===== src/rtl/branch_comp_arbiter_if.sv =====
// Request/response bundle for the shared branch comparator.
// master = requesters + consumer, slave = arbiter.
interface branch_comp_arbiter_if #(
    parameter int XLEN = 32
);
    logic            req0_valid;
    logic            req0_ready;
    logic [XLEN-1:0] req0_a;
    logic [XLEN-1:0] req0_b;
    logic [2:0]      req0_funct3;
    logic            req1_valid;
    logic            req1_ready;
    logic [XLEN-1:0] req1_a;
    logic [XLEN-1:0] req1_b;
    logic [2:0]      req1_funct3;
    logic            rsp_valid;
    logic            rsp_ready;
    logic            rsp_id;
    logic            rsp_eq;
    logic            rsp_lt;
    logic            rsp_taken;
    logic            rsp_illegal;

    modport slave (
        input  req0_valid, req0_a, req0_b, req0_funct3,
        output req0_ready,
        input  req1_valid, req1_a, req1_b, req1_funct3,
        output req1_ready,
        output rsp_valid, rsp_id, rsp_eq, rsp_lt,
        output rsp_taken, rsp_illegal,
        input  rsp_ready
    );

    modport master (
        output req0_valid, req0_a, req0_b, req0_funct3,
        input  req0_ready,
        output req1_valid, req1_a, req1_b, req1_funct3,
        input  req1_ready,
        input  rsp_valid, rsp_id, rsp_eq, rsp_lt,
        input  rsp_taken, rsp_illegal,
        output rsp_ready
    );
endinterface


===== src/rtl/branch_comp_arbiter.sv =====
// One eq/lt comparator shared by the branch unit (id 0) and SLT path (id 1).
// Define BRCMP_ARB_RR_EN for round-robin ties; default is fixed priority.
module branch_comp_arbiter #(
    parameter int XLEN = 32
) (
    input logic                 clk,
    input logic                 rst,
    branch_comp_arbiter_if.slave bus
);
    typedef enum logic [1:0] {
        S_IDLE = 2'd0,
        S_CMP  = 2'd1,
        S_RESP = 2'd2
    } state_t;

    state_t          r_state;
    state_t          w_next;
    logic            w_gnt0;
    logic            w_gnt1;
    logic            w_rdy0;
    logic            w_rdy1;
    logic            w_fire;

    logic [XLEN-1:0] r_a;
    logic [XLEN-1:0] r_b;
    logic [2:0]      r_f3;
    logic            r_id;

    logic            w_eq;
    logic            w_lt;
    logic            w_uns;
    logic            w_taken;
    logic            w_illegal;

    logic            r_rsp_id;
    logic            r_rsp_eq;
    logic            r_rsp_lt;
    logic            r_rsp_taken;
    logic            r_rsp_illegal;

`ifdef BRCMP_ARB_RR_EN
    logic            r_last_grant;

    // Tie goes to whoever did not win last; req0 first after reset.
    assign w_gnt1 = bus.req1_valid &&
                    (!bus.req0_valid || !r_last_grant);

    // Remember the most recently accepted requester.
    always_ff @(posedge clk or posedge rst) begin
        if (rst) begin
            r_last_grant <= 1'b1;
        end else if (w_fire) begin
            r_last_grant <= w_gnt1;
        end
    end
`else
    // Fixed priority: req1 only wins when req0 is idle.
    assign w_gnt1 = bus.req1_valid && !bus.req0_valid;
`endif

    assign w_gnt0 = bus.req0_valid && !w_gnt1;
    assign w_fire = w_rdy0 | w_rdy1;

    // State register.
    always_ff @(posedge clk or posedge rst) begin
        if (rst) begin
            r_state <= S_IDLE;
        end else begin
            r_state <= w_next;
        end
    end

    // Next state and request-side ready.
    always_comb begin
        w_next = r_state;
        w_rdy0 = 1'b0;
        w_rdy1 = 1'b0;
        case (r_state)
            S_IDLE: begin
                w_rdy0 = w_gnt0 && !rst;
                w_rdy1 = w_gnt1 && !rst;
                if (w_gnt0 || w_gnt1) begin
                    w_next = S_CMP;
                end
            end
            S_CMP: begin
                w_next = S_RESP;
            end
            S_RESP: begin
                if (bus.rsp_ready) begin
                    w_next = S_IDLE;
                end
            end
            default: begin
                w_next = S_IDLE;
            end
        endcase
    end

    // Capture the granted request's operands on handshake.
    always_ff @(posedge clk or posedge rst) begin
        if (rst) begin
            r_a  <= '0;
            r_b  <= '0;
            r_f3 <= '0;
            r_id <= 1'b0;
        end else if (w_fire) begin
            r_a  <= w_gnt1 ? bus.req1_a : bus.req0_a;
            r_b  <= w_gnt1 ? bus.req1_b : bus.req0_b;
            r_f3 <= w_gnt1 ? bus.req1_funct3
                           : bus.req0_funct3;
            r_id <= w_gnt1;
        end
    end

    // Illegal 010/011 also has funct3[1] set but reports signed lt.
    assign w_uns     = r_f3[2] & r_f3[1];
    assign w_illegal = (r_f3[2:1] == 2'b01);
    assign w_eq      = (r_a == r_b);
    assign w_lt      = w_uns ? (r_a < r_b)
                             : ($signed(r_a) < $signed(r_b));

    // Resolve the branch condition from funct3.
    always_comb begin
        w_taken = 1'b0;
        case (r_f3)
            3'b000:  w_taken = w_eq;
            3'b001:  w_taken = !w_eq;
            3'b100:  w_taken = w_lt;
            3'b101:  w_taken = !w_lt;
            3'b110:  w_taken = w_lt;
            3'b111:  w_taken = !w_lt;
            default: w_taken = 1'b0;
        endcase
    end

    // Register the result in CMP; held through RESP.
    always_ff @(posedge clk or posedge rst) begin
        if (rst) begin
            r_rsp_id      <= 1'b0;
            r_rsp_eq      <= 1'b0;
            r_rsp_lt      <= 1'b0;
            r_rsp_taken   <= 1'b0;
            r_rsp_illegal <= 1'b0;
        end else if (r_state == S_CMP) begin
            r_rsp_id      <= r_id;
            r_rsp_eq      <= w_eq;
            r_rsp_lt      <= w_lt;
            r_rsp_taken   <= w_taken;
            r_rsp_illegal <= w_illegal;
        end
    end

    assign bus.req0_ready  = w_rdy0;
    assign bus.req1_ready  = w_rdy1;
    assign bus.rsp_valid   = (r_state == S_RESP);
    assign bus.rsp_id      = r_rsp_id;
    assign bus.rsp_eq      = r_rsp_eq;
    assign bus.rsp_lt      = r_rsp_lt;
    assign bus.rsp_taken   = r_rsp_taken;
    assign bus.rsp_illegal = r_rsp_illegal;
endmodule


===== src/flat_wrapper.sv =====
// flat-port wrapper written by rule: the top's interface ports become plain ports
module branch_comp_arbiter_flat 
#(
    parameter int XLEN = 32
)
  (clk, rst, bus_req0_valid, bus_req0_a, bus_req0_b, bus_req0_funct3, bus_req0_ready, bus_req1_valid, bus_req1_a, bus_req1_b, bus_req1_funct3, bus_req1_ready, bus_rsp_valid, bus_rsp_id, bus_rsp_eq, bus_rsp_lt, bus_rsp_taken, bus_rsp_illegal, bus_rsp_ready);
  branch_comp_arbiter_if #(.XLEN(XLEN)) bus_i ();
  input logic clk;
  input logic rst;
  input wire logic [$bits(bus_i.req0_valid)-1:0] bus_req0_valid;
  input wire logic [$bits(bus_i.req0_a)-1:0] bus_req0_a;
  input wire logic [$bits(bus_i.req0_b)-1:0] bus_req0_b;
  input wire logic [$bits(bus_i.req0_funct3)-1:0] bus_req0_funct3;
  output wire logic [$bits(bus_i.req0_ready)-1:0] bus_req0_ready;
  input wire logic [$bits(bus_i.req1_valid)-1:0] bus_req1_valid;
  input wire logic [$bits(bus_i.req1_a)-1:0] bus_req1_a;
  input wire logic [$bits(bus_i.req1_b)-1:0] bus_req1_b;
  input wire logic [$bits(bus_i.req1_funct3)-1:0] bus_req1_funct3;
  output wire logic [$bits(bus_i.req1_ready)-1:0] bus_req1_ready;
  output wire logic [$bits(bus_i.rsp_valid)-1:0] bus_rsp_valid;
  output wire logic [$bits(bus_i.rsp_id)-1:0] bus_rsp_id;
  output wire logic [$bits(bus_i.rsp_eq)-1:0] bus_rsp_eq;
  output wire logic [$bits(bus_i.rsp_lt)-1:0] bus_rsp_lt;
  output wire logic [$bits(bus_i.rsp_taken)-1:0] bus_rsp_taken;
  output wire logic [$bits(bus_i.rsp_illegal)-1:0] bus_rsp_illegal;
  input wire logic [$bits(bus_i.rsp_ready)-1:0] bus_rsp_ready;
  assign bus_i.req0_valid = bus_req0_valid;
  assign bus_i.req0_a = bus_req0_a;
  assign bus_i.req0_b = bus_req0_b;
  assign bus_i.req0_funct3 = bus_req0_funct3;
  assign bus_req0_ready = bus_i.req0_ready;
  assign bus_i.req1_valid = bus_req1_valid;
  assign bus_i.req1_a = bus_req1_a;
  assign bus_i.req1_b = bus_req1_b;
  assign bus_i.req1_funct3 = bus_req1_funct3;
  assign bus_req1_ready = bus_i.req1_ready;
  assign bus_rsp_valid = bus_i.rsp_valid;
  assign bus_rsp_id = bus_i.rsp_id;
  assign bus_rsp_eq = bus_i.rsp_eq;
  assign bus_rsp_lt = bus_i.rsp_lt;
  assign bus_rsp_taken = bus_i.rsp_taken;
  assign bus_rsp_illegal = bus_i.rsp_illegal;
  assign bus_i.rsp_ready = bus_rsp_ready;
  branch_comp_arbiter #(.XLEN(XLEN)) u_core (.clk(clk), .rst(rst), .bus(bus_i));
endmodule

===== config.mk =====
export PLATFORM = sky130hd
export DESIGN_NAME = branch_comp_arbiter_flat
export DESIGN_NICKNAME = d
export VERILOG_FILES = /design/src/rtl/branch_comp_arbiter_if.sv /design/src/rtl/branch_comp_arbiter.sv /design/src/flat_wrapper.sv
export SDC_FILE = /design/constraint.sdc
export NUM_CORES = 1
export LEC_CHECK = 0
export CAP_MARGIN = 20
export CELL_PAD_IN_SITES_DETAIL_PLACEMENT = 0
export CELL_PAD_IN_SITES_GLOBAL_PLACEMENT = 2
export CORE_UTILIZATION = 24
export CTS_CLUSTER_SIZE = 40
export DETAILED_ROUTE_END_ITERATION = 8
export PLACE_DENSITY = 0.8
export SYNTH_ARGS = -nofsm -noshare
export SYNTH_HDL_FRONTEND = slang
export SYNTH_SLANG_ARGS = --single-unit

===== constraint.sdc =====
create_clock -name clk -period 2.62 [get_ports clk]
set_clock_uncertainty 0.1 [all_clocks]
set_input_delay 0.524 -clock clk [delete_from_list [all_inputs] [get_ports clk]]
set_output_delay 0.524 -clock clk [all_outputs]
set_load 0.005 [all_outputs]

==> metrics.txt <==
run status complete, no violations; Hold Path Cell Cnt 2; Critical Path Most Common Cell clkdlybuf4s50_1; Post-synth EDFFs 0; final hold vios 0; maximum vdd drop 0.300 mV; Post-synth top cells nand2_1, dfrtp_1, o21ai_0; Avg WL per Cell 12.3 um; total power 0.00553 W; worst-margin pin slew 0.615 ns; pre-CTS setup slack 0.0570 ns; die area 18300 um2; combinational cell fraction of total power 41.2%; cts bufs inserted 9; Synth Cell Area 4270 um2; FP Rows 48; Reg clk slew, reported paths 0.05 ns; post-CTS setup repair buffer count 0; switching part of the total 36.6%; Resized cells post-CTS 0; uppermost layer routed met4; Most used DFF post-synth dfrtp_1; CTS Root Cell clkbuf_16; Global Route Usage Sum 12.0%; startpoint types primary input; CTS Hold Bufs 0; Synth Net Count 624; count of cell types in the netlist 30; # setup viols final 0; final worst-path cycle share 94.2%; met2 routed WL 4640 um; area grow syn2layout 47.7%; Crit Path Category in -> out; Placer Congestion 0.699; layout cells sized above 1 5.01%; post-synth top area cell dfrtp_1; Die H 135 um; Yosys warnings 0; count leader, synth nand2_1; fill count 1717; initial antenna violation count 0; largest net degree at the start of global routing 135; Remaining DRCs 0; Max-slew headroom 59.0%; fin crit period 2.47 ns; Iter 0 DRT Violations 104; CTS tree yes; Diodes inserted 0; Net Sw Power 0.00202 W; clk_lat worst skew 0.34 ns; Core Footprint 17400 um2; post-DP HPWL 7710 um; antenna-violating nets left 0; DR vias/cell 4.25; Synth Instances 453; top post-synthesis cells by area dfrtp_1, mux2i_1, ha_1, o21ai_0, nand2_1; fmax 0.405 GHz; number of global-route vias before repair 3551; Final WS setup 0.152 ns; final wirelength 10200 um; H-Tree Depth 3; power density over the cells 876 nW/um2; Critical Path AT 1.84 ns; worst hold path class reg -> reg; Initial DRT Pass Iterations 4; Congestion Overflow GR 0; clock power share 22.3%; RSZ-0062 raised after global routing false; share of the synthesized area in the top cell type 43.9%; DR vias 3503; Longest Clk Path Bufs 2; io pins 147; Leak 2.76 nW; Internal Pwr Total 0.00351 W; # nets final 765; FF-to-FF path depth 8; first-pass GRT wire length 17000 um; I/O Buffers 146; M1 wire length 4840 um; sequential area share after synthesis 43.9%; Final Max Tran Viols 0; setup TNS 0 ns; CTS Sinks 75; die width 135 um; Synth Area per Inst 9.44 um2; Max-Cap Viols 0; Critical Path Max Stage Delay 0.50 ns; Crit path required time 2.00 ns; Critical Path Sink Type output port; CP max stage cell clkdlybuf4s50_1; met3 wire len 515 um; initial core utilization 24.6%; Synth Register Bits 75; Post-synth ARST share 100%; Crit Path Max Fanout 3; worst-path cell chain clkdlybuf4s50_1, nor3_2, and2_1, clkdlybuf4s50_1; Reg power frac 36.5%
layout by cell type, fill, tap and decap left out, drive strengths merged, types with 6 or more instances in the layout:
master,synthesis,final
nor2,6,6
o21ai,74,74
clkdlybuf4s50,0,146
mux2i,67,67
buf,15,7
a21oi,14,14
clkbuf,8,11
inv,35,34
dfrtp,75,75
ha,32,32
nand2,84,84
nand4,10,10
layer usage:
metal  vias to the layer above  global-route usage [%]
met3                         9                    3.33
met2                        79                    19.1
met1                      1564                    15.2
li1                       1851                       -
met5                         -                       0
met4                         0                    4.68
critical path: cells and delay by family:
family,cells,cell delay [ns]
buffers and inverters,2,0.95
AND/OR/NAND/NOR,2,0.36
kinds of logic (layout without fill, tap and decap cells):
logic type	Yosys count	count (layout)	share of synthesized area, %
simple gates	119	119	11.9
buf+inv	58	204	5.71
compound gates	100	100	13.0
fa+ha+maj	32	32	9.37
flops	75	75	43.9
mux	67	67	15.7
xor+xnor	2	2	0.410
area by class of cell:
cell class	count	area, um2	share of cell area (%)
sequential	75	1880	29.7
multi-input combinational	320	2180	34.5
clock buffer	11	243	3.84
clock inverter	5	52.6	0.832
timing repair buffer	153	1550	24.6
inverter	35	133	2.10
tap	225	282	4.46
through the flow:
stage | hold WS, ns | instance area, um2 | std cells | utilization (%)
global placement | 0.365 | 6010 | 808 | 34.7
CTS | 0.384 | 6310 | 824 | 36.4
finish | 0.375 | 6310 | 824 | 36.4
global route | 0.412 | 6310 | 824 | 36.4
detailed placement | 0.370 | 6010 | 808 | 34.7
floorplan | 0.339 | 4270 | 453 | -
registers in the layout, indices dropped and copies added, names as in the netlist:
register and cells:
u_core.r_a 32, u_core.r_id 1, u_core.r_f3 3, u_core.bus.rsp_lt 1, u_core.r_state 2, u_core.bus.rsp_id 1, u_core.r_b 32, u_core.bus.rsp_illegal 1
u_core.bus.rsp_taken 1, u_core.bus.rsp_eq 1
power groups by stage:
stage | clock (W) | sequential [W] | combinational, W
CTS | 0.00128 | 0.00203 | 0.00232
global placement | 0 | 0.00203 | 0.00225
finish | 0.00123 | 0.00202 | 0.00228
global route | 0.00134 | 0.00210 | 0.00272
floorplan | 0 | 0.00195 | 0.00160
detailed placement | 0 | 0.00205 | 0.00231
worst paths after layout:
path | from | endpoint | slack [ns]
setup / recovery | rst | bus_req1_ready | 0.15
hold / removal | u_core.r_b[23] | u_core.r_b[23] | 0.38
setup reg to reg | u_core.r_b[15] | u_core.bus.rsp_lt | 0.43
hold reg to reg | u_core.r_b[23] | u_core.r_b[23] | 0.38
max in group asynchronous | rst | u_core.r_state[0] | 1.26
min in group asynchronous | rst | u_core.r_a[28] | 0.52
Power figures use the tool's default switching activity.
